File: src/rtl/instr_fetch.sv
// Instruction fetch unit: issues word-aligned fetches, buffers up to two
// responses tagged with their PC, and flushes stale in-flight fetches on redirect.
module instr_fetch #(
    parameter logic [31:0] RESET_PC = 32'h0000_0000
) (
    input  logic        clk,
    input  logic        rst,
    output logic        imem_req_valid,
    input  logic        imem_req_ready,
    output logic [31:0] imem_req_addr,
    input  logic        imem_rsp_valid,
    input  logic [31:0] imem_rsp_data,
    input  logic        redirect_valid,
    input  logic [31:0] redirect_pc,
    output logic        instr_valid,
    input  logic        instr_ready,
    output logic [31:0] instr,
    output logic [31:0] instr_pc
);

    localparam int unsigned AW = 32;
    localparam int unsigned CW = 2;

    localparam logic [1:0] S_BOOT  = 2'd0;
    localparam logic [1:0] S_RUN   = 2'd1;
    localparam logic [1:0] S_FLUSH = 2'd2;

    logic [1:0]    r_state;
    logic [1:0]    w_state_nxt;
    logic [AW-1:0] r_fetch_pc;
    logic [CW-1:0] r_outst;
    logic [CW-1:0] w_outst_nxt;

    logic [AW-1:0] r_fifo_pc    [2];
    logic [AW-1:0] r_fifo_instr [2];
    logic          r_fifo_rd;
    logic          r_fifo_wr;
    logic [CW-1:0] r_fifo_cnt;

    logic [AW-1:0] r_rq_pc [2];
    logic          r_rq_rd;
    logic          r_rq_wr;

    logic w_req_fire;
    logic w_rsp_acc;
    logic w_push;
    logic w_pop;
    logic w_unused_lsb;

    // Redirect targets are forced word-aligned, so the low bits are dropped.
    assign w_unused_lsb = ^redirect_pc[1:0];

    assign imem_req_valid = (r_state == S_RUN) && !redirect_valid &&
                            (({1'b0, r_outst} + {1'b0, r_fifo_cnt}) < 3'd2);
    assign imem_req_addr  = r_fetch_pc;
    assign instr_valid    = (r_fifo_cnt != 2'd0);
    assign instr          = r_fifo_instr[r_fifo_rd];
    assign instr_pc       = r_fifo_pc[r_fifo_rd];

    assign w_req_fire  = imem_req_valid && imem_req_ready;
    assign w_rsp_acc   = imem_rsp_valid && (r_outst != 2'd0);
    assign w_pop       = instr_valid && instr_ready;
    assign w_push      = w_rsp_acc && (r_state == S_RUN) && !redirect_valid;
    assign w_outst_nxt = CW'(r_outst + {1'b0, w_req_fire} - {1'b0, w_rsp_acc});

    always_ff @(posedge clk) begin
        if (rst) begin
            r_state <= S_BOOT;
        end else begin
            r_state <= w_state_nxt;
        end
    end

    // Any in-flight fetch at redirect time is stale; drain them in FLUSH.
    always_comb begin
        w_state_nxt = r_state;
        case (r_state)
            S_BOOT:  w_state_nxt = S_RUN;
            S_RUN:   if (redirect_valid && (w_outst_nxt != 2'd0)) w_state_nxt = S_FLUSH;
            S_FLUSH: if (w_outst_nxt == 2'd0) w_state_nxt = S_RUN;
            default: w_state_nxt = S_BOOT;
        endcase
    end

    always_ff @(posedge clk) begin
        if (rst) begin
            r_fetch_pc <= RESET_PC;
            r_outst    <= '0;
            r_fifo_rd  <= 1'b0;
            r_fifo_wr  <= 1'b0;
            r_fifo_cnt <= '0;
            r_rq_rd    <= 1'b0;
            r_rq_wr    <= 1'b0;
            for (int i = 0; i < 2; i++) begin
                r_fifo_pc[i]    <= '0;
                r_fifo_instr[i] <= '0;
                r_rq_pc[i]      <= '0;
            end
        end else begin
            r_outst <= w_outst_nxt;

            // Request-PC queue tracks every in-flight fetch, stale or not.
            if (w_req_fire) begin
                r_rq_pc[r_rq_wr] <= r_fetch_pc;
                r_rq_wr          <= ~r_rq_wr;
            end
            if (w_rsp_acc) begin
                r_rq_rd <= ~r_rq_rd;
            end

            if (redirect_valid) begin
                r_fetch_pc <= {redirect_pc[AW-1:2], 2'b00};
            end else if (w_req_fire) begin
                r_fetch_pc <= r_fetch_pc + 32'd4;
            end

            if (redirect_valid) begin
                r_fifo_rd  <= 1'b0;
                r_fifo_wr  <= 1'b0;
                r_fifo_cnt <= '0;
            end else begin
                if (w_push) begin
                    r_fifo_pc[r_fifo_wr]    <= r_rq_pc[r_rq_rd];
                    r_fifo_instr[r_fifo_wr] <= imem_rsp_data;
                    r_fifo_wr               <= ~r_fifo_wr;
                end
                if (w_pop) begin
                    r_fifo_rd <= ~r_fifo_rd;
                end
                r_fifo_cnt <= CW'(r_fifo_cnt + {1'b0, w_push} - {1'b0, w_pop});
            end
        end
    end

endmodule

File: config.mk
export PLATFORM = sky130hd
export DESIGN_NAME = instr_fetch
export DESIGN_NICKNAME = d
export VERILOG_FILES = /design/src/rtl/instr_fetch.sv
export SDC_FILE = /design/constraint.sdc
export NUM_CORES = 1
export LEC_CHECK = 0
export BUFFER_PORTS_ARGS = -buffer_cell sky130_fd_sc_hd__buf_4
export CAP_MARGIN = 5
export CELL_PAD_IN_SITES_DETAIL_PLACEMENT = 0
export CELL_PAD_IN_SITES_GLOBAL_PLACEMENT = 1
export CORE_MARGIN = 4
export CORE_UTILIZATION = 49
export DETAILED_ROUTE_END_ITERATION = 8
export PLACE_DENSITY = 0.86
export SETUP_SLACK_MARGIN = 0.02
export SLEW_MARGIN = 10
export SYNTH_ARGS = -nofsm -noshare
export SYNTH_HDL_FRONTEND = slang
export SYNTH_SLANG_ARGS = --single-unit
File: constraint.sdc
create_clock -name clk -period 10.1 [get_ports clk]
set_clock_uncertainty 0.15 [all_clocks]
set_input_delay 1.515 -clock clk [delete_from_list [all_inputs] [get_ports clk]]
set_output_delay 1.515 -clock clk [all_outputs]
set_load 0.02 [all_outputs]
== Word level (Yosys, flattened, before mapping) ==
Memory sizes are Yosys's and may differ from the RTL's. A register that Yosys moved wholly into a read port is not among the register bits.
Index checks and enable logic that the tools add are counted.
Widths: inputs -> output; s select.

* Register bits after elaboration: 42
* Latch bits: 0
* Memory bits (writable): 192
* Memory bits (read-only): 0
* Input bits: 70
* Output and inout bits: 98
* Logic and storage cells: 76
* Memories kept: 3

* Add/subtract/negate cells: 6
* Multiply operators: 0
* Divide/modulo/power cells: 0
* $lt $le $gt $ge: 1
* Equality and inequality tests: 4
* Shift operators: 0
* Multiplexer cells: 29
* Bitwise operators: 4
* Reductions and logical operators: 20

{| class="wikitable"
|+ Memory list
! memory !! words !! bits a word !! rd ports !! clocked after Yosys merged registers in !! wr ports !! line !! text
|-
| r_fifo_instr || 2 || 32 || 1 || 1 || 2 || 35 || <nowiki>logic [AW-1:0] r_fifo_instr [2];</nowiki>
|-
| r_fifo_pc || 2 || 32 || 1 || 1 || 2 || 34 || <nowiki>logic [AW-1:0] r_fifo_pc [2];</nowiki>
|-
| r_rq_pc || 2 || 32 || 1 || 1 || 2 || 40 || <nowiki>logic [AW-1:0] r_rq_pc [2];</nowiki>
|}

{| class="wikitable"
|+ Operators with widths
! operator !! count
|-
| $mux 32 || 5
|-
| $reduce_or 32->1 || 3
|-
| $add 32x3->32 const B || 1
|-
| $mux 1 || 21
|-
| $logic_and 1x1->1 || 8
|-
| $reduce_bool 2->1 || 4
|-
| $pmux 2 s3 || 1
|-
| $add 2x1->2 || 2
|-
| $logic_not 2->1 || 2
|-
| $mux 2 || 2
|-
| $not 1->1 || 4
|-
| $sub 2x1->2 || 2
|-
| $add 2x2->3 || 1
|-
| $lt 3x2->1 const B || 1
|-
| $eq 2x1->1 const B || 1
|-
| $eq 2x2->1 const B || 1
|-
| $ne 2x1->1 const B || 1
|-
| $ne 2x2->1 const B || 1
|-
| $reduce_and 2->1 || 1
|-
| $reduce_or 2->1 || 1
|-
| $logic_not 1->1 || 1
|}

== Logic depth before layout (Yosys ltp) ==
Gate-level depths: netlist of run 1.

* Depth in word-level cells: 10
* Depth in mapped cells: 15
* Gate-level depth less buffers: 13

== Least setup slack after synthesis of run 1 ==
OpenSTA, ideal clock, no wires.

* Kind: input -> register
* Start point: in redirect_valid
* End point: mem r_fifo_instr[0][0], enable pin
* Setup time: 0.495 ns
* Arrival time: 5.203 ns
* Setup slack: 4.252 ns
* Stages on the path: 4
* Path through: buf_2 or4b_1 buf_2 o21bai_1

{| class="wikitable"
|+ RTL lines
! element !! line !! text
|-
| start, declared || 13 || <nowiki>input logic redirect_valid,</nowiki>
|-
| end, declared || 35 ||
|}

== Final worst setup path of run 1 ==
* Start point: in redirect_valid
* End point: reg r_state[0]

* Cells in the longest elaborated chain, start to end: 10
* Elaborated cells on any way between the ends: 12
* Classes of those cells: add/sub (2); eq/ne (2); reduce/logical (8)

{| class="wikitable"
|+ Ends and longest elaborated chain
! element !! line !! text
|-
| $logic_not 1->1 || 53 || <nowiki>assign imem_req_valid = (r_state == S_RUN) && !redirect_valid &&</nowiki>
|-
| $logic_and 1x1->1 (2 in a row) || 53 ||
|-
| $logic_and 1x1->1 || 60 || <nowiki>assign w_req_fire = imem_req_valid && imem_req_ready;</nowiki>
|-
| $add 2x1->2 || 64 || <nowiki>assign w_outst_nxt = CW'(r_outst + {1'b0, w_req_fire} - {1'b0, w_rsp_acc});</nowiki>
|-
| $sub 2x1->2 || 64 ||
|-
| $reduce_bool 2->1 || 79 || <nowiki>S_RUN: if (redirect_valid && (w_outst_nxt != 2'd0)) w_state_nxt = S_FLUSH;</nowiki>
|-
| $logic_and 1x1->1 || 79 ||
|-
| $ne 2x1->1 (no line) || -- ||
|-
| $reduce_and 2->1 (no line) * || -- ||
|-
| end signal, assigned || 70 || <nowiki>r_state <= w_state_nxt;</nowiki>
|-
| end, declared || 28 || <nowiki>logic [1:0] r_state;</nowiki>
|}

Every way passes the cells marked *; elsewhere a longest branch is shown, timed or not.
A chain may end at the register's enable or synchronous reset.

==> qor.txt, run 1 <==
Status -> completed
Hold Buf Count CTS -> 0
# port buffers -> 161
Clk pwr share -> 0.381
Peak VDD IR -> 0.00009993 V
Slew headroom -> 0.2243
Vias -> 6652
Slowest CP cell -> and3_1
Worst hold margin -> 0.3578 ns
Arrival time worst endpoint -> 5.09 ns
Sink Count -> 226
Gpl congestion -> 0.8212
Setup Buffers After CTS -> 0
Reg2Reg Setup Slack -> 5.95 ns
Crit path to -> r_state[0]$_SDFFE_PP0P_
Clk slew on worst S/H paths -> 0.06 ns
Worst Reg-to-Reg Cells -> 13
Worst skew pair latency -> 0.51 ns
Distinct cells, synth -> 57
Slew Viols, Final -> 0
CP Buf/Inv Count -> 4
Total Routing Usage GR -> 0.1876
Max_cap viols -> 0
Sw power -> 0.0005534 W
Initial Util -> 0.4991
Starting DRT DRC Count -> 426
Synth top area cells -> edfxtp_1, dfxtp_1, mux2_2, and2_1, and3_1
Simple-Gate Fraction of Synth Area -> 0.1697
Rows -> 52
Critical Path, Cell by Cell -> buf_4, inv_1, and3_1, inv_2, ha_1, inv_1, ha_1, xor2_1, xnor2_1, nor2b_1, nand2b_1, a211oi_1
Post-synth top area share -> 0.5453
Type of the most critical hold path -> reg -> reg
Post-Syn Area -> 0.01013 mm2
CTS tree -> yes
Post-route antenna net violation count -> 0
Largest net degree at the start of global routing -> 63
Vias in the first global route -> 6594
Sequential Area -> 0.006367 mm2
Period minus WS final -> 4.811 ns
RR Startpoint -> r_outst[0]$_SDFF_PP0_
Area of the core -> 0.02030 mm2
Filler cells -> 1636
Largest family of logic cells by synthesized area -> simple AND/OR/NAND/NOR gates
Drt total wl -> 22270 um
Final setup violation count -> 0
Utilization after layout -> 0.6053
Cells after Synth -> 804
Setup_tns -> 0 ns
Ys async rst share -> 0
Mux cell area share after synthesis -> 0.1019
YS warnings -> 0
Post-synthesis average cell area -> 12.60 um2
GR Overflow Total -> 0
Reg2reg end -> r_state[0]$_SDFFE_PP0P_
H-tree lvl count -> 1
Cell with the most instances after synthesis -> edfxtp_1
RSZ-0062 raised after global routing -> false
Cells after DPL -> 1180
Setup crit end kind -> register
Top_reg_cell synth -> edfxtp_1
Initial antenna violation count -> 0
Family with the most delay on the worst path -> buffers and inverters
Multi-input gate area -> 0.003510 mm2
Power Internal -> 0.001714 W
Routed wire per std cell -> 18.21 um
Gate power share -> 0.129
Crit-path max FO -> 37
Leakage Power -> 4.905 nW
Top cells by count, synth -> edfxtp_1, nor2_1, and2_1, and3_1, mux2_2
Final Cycle Share -> 0.4763
First-pass GRT wire length -> 36040 um
DRC Markers -> 0
Worst-Margin Slew -> 1.162 ns
Cell taking the most area after synthesis -> edfxtp_1
Post-Synth Adder-Cell Area -> 0.008150
Fraction of layout cells with a size suffix above 1 -> 0.2949
Die X -> 151.8 um
Switching share of power -> 0.2441
Ports -> 168
Vias per inst -> 5.439
Setup CP Type -> in -> reg
Compound-gate portion of the synthesized area -> 0.04791
Critical path startpoint -> redirect_valid
Reg power frac -> 0.489
Register bit total from synthesis -> 226
Post-synth EDFFs -> 184
Max Clk Rate -> 207.9 MHz
CP Depth -> 12
Clock root cell -> clkbuf_16
CTS Buf Count -> 24
CP startpoint kind -> input pin
Post-CTS sizing -> 0
Drt first pass iters -> 4
Final hold vios -> 0
Layout Nets -> 1012
Req. time, crit path -> 10.38 ns
Post-DP HPWL -> 14260 um
XOR/XNOR Fraction of Synth Area -> 0.01297
Pwr per Cell Area -> 184.5 mW/mm2
Vert. Die Dim -> 151.8 um
Diodes inserted -> 0
P&R area growth vs syn -> 21.26%
Clk buf depth -> 3
Die footprint -> 0.02304 mm2
Sequential area share after synthesis -> 0.6283
CP peak stage delay -> 0.71 ns
Non-Filler Instances -> 1223
==> cells in the final DEF, fill, tap and decap left out, types with 3 or more instances in the layout <==
master	instances
edfxtp_1	184
buf_4	168
nor2_1	78
and2_1	71
and3_1	69
mux2_2	65
dfxtp_1	41
mux2i_1	30
nand2_1	26
clkbuf_16	25
a21oi_1	18
a31oi_1	16
nand4_1	13
nor3_1	12
o21ai_0	9
xnor2_1	9
inv_1	7
nand3_1	7
nor4_1	7
clkinv_2	7
clkinv_1	7
xor2_1	6
or3_1	6
and4_1	5
o211ai_1	5
ha_1	5
o22ai_1	4
a41oi_1	4
conb_1	4
o21bai_4	3
nor2_2	3
a211oi_1	3
or4_1	3
bufinv_16	3
==> per-stage QoR <==
step                      setup WS (ns)  power (W)  area [um2]
after floorplan                   4.252   0.001312       10140
after global placement            4.802   0.001418       11510
after detailed placement          4.826   0.001424       11510
after CTS                         5.364   0.002283       12290
after global routing              5.020   0.002357       12290
final                             5.289   0.002267       12290
==> how the worst min path moves through the flow <==
stage,cells after the start,endpoint,start
finish,2,register,r_rq_rd$_SDFFE_PP0P_
global route,2,r_rq_rd$_SDFFE_PP0P_,r_rq_rd$_SDFFE_PP0P_
CTS,2,register,r_rq_rd$_SDFFE_PP0P_
detailed placement,2,register,r_rq_rd$_SDFFE_PP0P_
global placement,2,r_rq_rd$_SDFFE_PP0P_,r_rq_rd$_SDFFE_PP0P_
floorplan,2,register,r_rq_rd$_SDFFE_PP0P_
==> per-layer routing <==
metal	up-vias	wire length, um	GRT usage
met1	3181	10320	0.2738
li1	3229	-	-
met4	0	303	0.03553
met5	-	0	0
met2	216	10370	0.2987
met3	26	1279	0.03527
==> cell families (layout without fill, tap and decap cells) <==
kind of cell | Yosys count | count (layout)
and+or+nand+nor | 313 | 313
adders and majority gates | 6 | 6
AOI/OAI and AO/OA | 75 | 75
muxes | 95 | 95
other | 1 | 4
DFF | 226 | 226
buffers and inverters | 73 | 219
xor gates and xnor gates | 15 | 15
==> sequential cells by signal, summed over array words and instances, names as in the netlist, named ones only <==
name / flops
r_fifo_rd: 1
r_fifo_pc: 60
r_state: 2
r_outst: 2
r_rq_rd: 1
r_fifo_wr: 1
r_rq_pc: 60
r_fifo_instr: 64
r_fifo_cnt: 2
r_rq_wr: 1
imem_req_addr: 30
==> power by group through the flow <==
stage	Sequential (W)	Combinational [W]	Clock (W)
floorplan	0.00112	0.000190	0
global placement	0.00113	0.000293	0
detailed placement	0.00113	0.000296	0
CTS	0.00111	0.000297	0.000877
global route	0.00112	0.000320	0.000921
finish	0.00111	0.000293	0.000865
==> cell type report <==
type,count,area share
Multi-Input combinational cell,508,0.2856
Tap cell,270,0.02749
Sequential cell,226,0.5182
Inverter,8,0.002444
Timing Repair Buffer,168,0.1026
Clock inverter,17,0.01232
Clock buffer,26,0.05122
==> worst min-delay path, cell delays in order (launching register included) <==
cell     delay [ns]
dfxtp_1        0.33
xor2_1         0.08
nor2_1         0.07
Power figures use the tool's default switching activity.
==> run 2: changes to the inputs <==
CORE_UTILIZATION = 41   (was 49)
PLACE_DENSITY = 0.77   (was 0.86)
clock period = 4.2 ns   (was 10.1 ns; I/O delays follow)
==> qor.txt, run 2 (synthesis results as in run 1) <==
Drt total wl -> 22980 um
Pwr per Cell Area -> 434.0 mW/mm2
CP startpoint kind -> register
Vias in the first global route -> 6589
Peak VDD IR -> 0.0003013 V
Routed wire per std cell -> 17.84 um
Worst-Margin Slew -> 1.117 ns
# port buffers -> 161
GR Overflow Total -> 0
Die footprint -> 0.02729 mm2
Most frequent cells in the layout -> edfxtp_1, buf_4, nor2_1, and2_1, and3_1
Worst skew pair latency -> 0.51 ns
Post-DP HPWL -> 14810 um
CTS Buf Count -> 25
Drt first pass iters -> 5
Largest reg by FF count -> r_fifo_instr
Setup CP Type -> reg -> reg
Diodes inserted -> 0
Final Cycle Share -> 0.7666
Max FFs per register -> 64
Total Routing Usage GR -> 0.1647
Slew headroom -> 0.2540
Non-Filler Instances -> 1288
Post-route antenna net violation count -> 0
Clk buf depth -> 3
Setup Buffers After CTS -> 0
RSZ-0062 raised after global routing -> false
Post-CTS sizing -> 0
Initial Util -> 0.4166
Area of the core -> 0.02432 mm2
Req. time, crit path -> 4.47 ns
Largest net degree at the start of global routing -> 52
Leakage Power -> 4.927 nW
Starting DRT DRC Count -> 448
Slew Viols, Final -> 0
Final Cell Area -> 0.01241 mm2
Setup_tns -> 0 ns
Gpl congestion -> 0.7773
Placed cell areas -> 0.01167 mm2
Vert. Die Dim -> 165.2 um
Biggest registers after layout -> r_fifo_instr x64, r_fifo_pc x60, r_rq_pc x60
Arrival time worst endpoint -> 3.49 ns
Initial antenna violation count -> 0
DRC Markers -> 0
Status -> completed
Vias per inst -> 5.179
Commonest non-fill, non-tap cell in the layout -> edfxtp_1
Max Clk Rate -> 310.6 MHz
Vias -> 6671
Ports -> 168
Clock root cell -> clkbuf_16
First-pass GRT wire length -> 35960 um
Crit-path max FO -> 4
Layout Nets -> 1022
Fraction of layout cells with a size suffix above 1 -> 0.2925
Cells after DPL -> 1243
Period minus WS final -> 3.220 ns
Sink Count -> 226
Final hold vios -> 0
CTS tree -> yes
Setup crit end kind -> register
Max_cap viols -> 0
Type of the most critical hold path -> in -> reg
Rows -> 57
Clk slew on worst S/H paths -> 0.06 ns
P&R area growth vs syn -> 22.44%
H-tree lvl count -> 1
Die X -> 165.2 um
Final setup violation count -> 0
Hold Buf Count CTS -> 0
[run 2: changes by cell type in the layout (fill, tap and decap cells not counted), moves of 2 or more]
cell	change
clkbuf_1	+13
buf_4	+6
clkinv_1	-5
clkinv_2	-5
buf_12	+3
bufinv_16	-2
nor2_1	+2
nor2_2	-2
[run 2: per-stage QoR]
step | util | power (W) | hold WS (ns) | worst slack (ns)
6_report | 0.5101 | 0.005384 | 0.2276 | 0.9803
5_1_grt | 0.5101 | 0.005616 | 0.2217 | 0.7706
4_1_cts | 0.5101 | 0.005448 | 0.2072 | 0.9730
3_5_place_dp | 0.4797 | 0.003443 | 0.3423 | 0.9955
3_3_place_gp | 0.4797 | 0.003432 | 0.3341 | 1.055
2_1_floorplan | - | 0.003154 | 0.3225 | -0.7625
[run 2: path summary, 6_finish.rpt]
check,from,to,slack [ns],cells after the start
worst min register to register,r_rq_rd$_SDFFE_PP0P_,register,0.36,2
worst max-delay path,r_outst[0]$_SDFF_PP0_,r_state[0]$_SDFFE_PP0P_,0.98,13
worst min-delay path,redirect_pc[10],imem_req_addr[10]$_SDFFE_PP0P_,0.23,3
worst max register to register,r_outst[0]$_SDFF_PP0_,r_state[0]$_SDFFE_PP0P_,0.98,13
[run 2: routing by layer]
| layer | GRT usage | up-vias | routed length (um) |
|---|---|---|---|
| met5 | 0 | - | 0 |
| met4 | 0.04045 | 0 | 473 |
| met3 | 0.03103 | 35 | 1486 |
| met2 | 0.2582 | 202 | 10230 |
| met1 | 0.2377 | 3193 | 10790 |
| li1 | - | 3241 | - |
[run 2: layout make-up]
| type | instances | area (um2) |
|---|---|---|
| Fill cell | 2122 | 11910 |
| Sequential cell | 226 | 6367 |
| Multi-Input combinational cell | 508 | 3497 |
| Timing Repair Buffer | 177 | 1366 |
| Clock buffer | 40 | 691.9 |
| Tap cell | 324 | 405.4 |
| Clock inverter | 5 | 47.55 |
| Inverter | 8 | 30.03 |
[run 2: report_power, final]
group | internal, W | switching (W) | total (W)
logic | 0.000306 | 0.000422 | 0.000728
registers | 0.00257 | 0.0000967 | 0.00266
clock network | 0.00118 | 0.000811 | 0.00199
total | 0.00405 | 0.00133 | 0.00538
[run 2: worst max-delay path: stages, from the launching register on]
cell	delay [ns]
dfxtp_1	0.32
and2_1	0.16
fa_1	0.48
nor4b_4	0.41
and3_1	0.25
inv_2	0.05
ha_1	0.27
inv_1	0.05
ha_1	0.14
xor2_1	0.17
xnor2_1	0.15
nor2b_1	0.24
nand2b_1	0.08
a211oi_1	0.21
==> run 3: changes to the inputs <==
ABC_AREA = 1   (was default)
CORE_UTILIZATION = 40   (was 41)
clock period = 2.9 ns   (was 4.2 ns; I/O delays follow)
==> qor.txt, run 3 <==
Register bit total from synthesis -> 226
Clk pwr share -> 0.406
RSZ-0062 raised after global routing -> false
Req. time, crit path -> 3.19 ns
Hold Buf Count CTS -> 0
Biggest registers after layout -> r_fifo_instr x64, r_fifo_pc x60, r_rq_pc x60
Routed wire per std cell -> 15.89 um
Cells after Synth -> 976
Fraction of layout cells with a size suffix above 1 -> 0.2809
Arrival time worst endpoint -> 2.88 ns
Drt total wl -> 23630 um
Post-CTS sizing -> 0
Clk slew on worst S/H paths -> 0.06 ns
Non-Filler Instances -> 1487
Clk buf depth -> 3
Synth top area cells -> edfxtp_1, dfxtp_1, nor2_1, mux2_2, nand2_1
Peak VDD IR -> 0.0003742 V
Commonest non-fill, non-tap cell in the layout -> nor2_1
Setup crit end kind -> register
Area of the core -> 0.02533 mm2
Status -> completed
Cell taking the most area after synthesis -> edfxtp_1
Ports -> 168
Die X -> 168.7 um
Worst skew pair latency -> 0.50 ns
Max Clk Rate -> 385.2 MHz
Period minus WS final -> 2.596 ns
Gate power share -> 0.126
DRC Markers -> 0
Max_cap viols -> 0
Final setup violation count -> 0
Slew headroom -> 0.4932
Post-route antenna net violation count -> 0
Post-Syn Area -> 0.01033 mm2
Final hold vios -> 0
Clock root cell -> clkbuf_16
Largest reg by FF count -> r_fifo_instr
Ys async rst share -> 0
First-pass GRT wire length -> 37380 um
Gpl congestion -> 0.8508
GR Overflow Total -> 0
Final Cycle Share -> 0.8951
Layout Nets -> 1216
Top cells by count, synth -> nor2_1, edfxtp_1, nand2_1, inv_1, mux2_2
Post-synth EDFFs -> 184
Reg2Reg Setup Slack -> 0.30 ns
Type of the most critical hold path -> in -> reg
Vias per inst -> 4.807
Setup Buffers After CTS -> 0
Utilization after layout -> 0.5061
Setup CP Type -> reg -> reg
Crit-path max FO -> 9
Critical Path, Cell by Cell -> nand2_1, inv_1, fa_1, nor2_2, nand4_4, ha_1, inv_1, ha_1, inv_1, nand3_1, nand2_1, nand2_1, a21oi_1
Post-synth top area share -> 0.5346
H-tree lvl count -> 1
Vert. Die Dim -> 168.7 um
Slowest CP cell -> fa_1
Initial Util -> 0.4081
Distinct cells, synth -> 35
Diodes inserted -> 0
Total Routing Usage GR -> 0.1621
Sw power -> 0.001944 W
Starting DRT DRC Count -> 476
Die footprint -> 0.02847 mm2
Post-DP HPWL -> 15890 um
CP peak stage delay -> 0.41 ns
Power, Total -> 0.008048 W
Pwr per Cell Area -> 627.9 mW/mm2
Sequential area share after synthesis -> 0.6160
Leakage Power -> 5.109 nW
Slew Viols, Final -> 0
Max FFs per register -> 64
YS warnings -> 0
Most frequent cells in the layout -> nor2_1, edfxtp_1, buf_4, nand2_1, inv_1
Cells after DPL -> 1444
Rows -> 58
Worst-Margin Slew -> 0.7602 ns
Power Internal -> 0.006104 W
P&R area growth vs syn -> 24.03%
Vias -> 7148
Largest net degree at the start of global routing -> 63
Cell with the most instances after synthesis -> nor2_1
Initial antenna violation count -> 0
CTS tree -> yes
Switching share of power -> 0.2415
CTS Buf Count -> 24
Setup_tns -> 0 ns
Vias in the first global route -> 6997
CP startpoint kind -> register
Sink Count -> 226
Top_reg_cell synth -> edfxtp_1
# port buffers -> 161
Post-synthesis average cell area -> 10.59 um2
Reg power frac -> 0.469
Drt first pass iters -> 5
[run 3: cell types whose count changed after synthesis, sizes merged, moves of 10 or more]
cell    delta
nor2     +150
nand2    +111
inv       +90
and2      -70
and3      -69
o21ai     +32
nand3     +30
clkbuf    -24
a21oi     +11
a31oi     -10
[run 3: cell families after synthesis]
family          after synthesis  synth area share
xor+xnor                      8          0.006780
mux                          92           0.09661
fa+ha+maj                     6          0.007990
compound gates               79           0.03959
buf+inv                     145           0.05968
other cells                   1         0.0003628
flops                       226            0.6160
simple gates                419            0.1730
[run 3: metrics by stage]
stage | setup WS (ns) | area [um2] | hold WS [ns]
after detailed placement | 0.3133 | 11960 | 0.2917
after global routing | 0.07957 | 12820 | 0.05924
final | 0.3042 | 12820 | 0.07238
after CTS | 0.2912 | 12820 | 0.05513
after floorplan | 0.02066 | 10350 | 0.2755
after global placement | 0.3233 | 11960 | 0.2844
[run 3: layer usage]
metal / vias to the layer above / track usage / wire [um]
li1: 3568 / - / -
met1: 3343 / 0.2391 / 11150
met2: 216 / 0.2520 / 10560
met3: 21 / 0.03456 / 1657
met4: 0 / 0.02752 / 256
met5: - / 0 / 0
[run 3: critical path, delay by kind of cell (launching register included)]
kind / cells / cell delay (ns)
adders and majority gates: 3 / 1.01
and+or+nand+nor: 6 / 0.74
DFF: 1 / 0.34
buffers and inverters: 3 / 0.17
AOI/OAI and AO/OA: 1 / 0.12
[run 3: cell type report]
type	instances	area [um2]
timing repair buffer	181	1434
inverter	99	374.1
tap	330	412.9
sequential	226	6367
fill	2322	12510
multi-input combinational	608	3373
clock buffer	32	691.9
clock inverter	11	165.2
[run 3: power by group through the flow]
stage | clock (W) | combinational (W) | sequential (W)
global placement | 0 | 0.00101 | 0.00383
CTS | 0.00333 | 0.00102 | 0.00377
detailed placement | 0 | 0.00102 | 0.00384
finish | 0.00327 | 0.00101 | 0.00377
floorplan | 0 | 0.000617 | 0.00385
global route | 0.00346 | 0.00111 | 0.00379
[run 3: path summary, 6_finish.rpt]
| kind | from | cells after the start | to |
|---|---|---|---|
| min | redirect_pc[8] | 3 | imem_req_addr[8]$_SDFFE_PP0P_ |
| max | r_outst[0]$_SDFF_PP0_ | 13 | r_state[0]$_SDFFE_PP0P_ |
| max reg2reg | r_outst[0]$_SDFF_PP0_ | 13 | r_state[0]$_SDFFE_PP0P_ |
| min reg2reg | r_rq_rd$_SDFFE_PP0P_ | 1 | r_rq_rd$_SDFFE_PP0P_ |
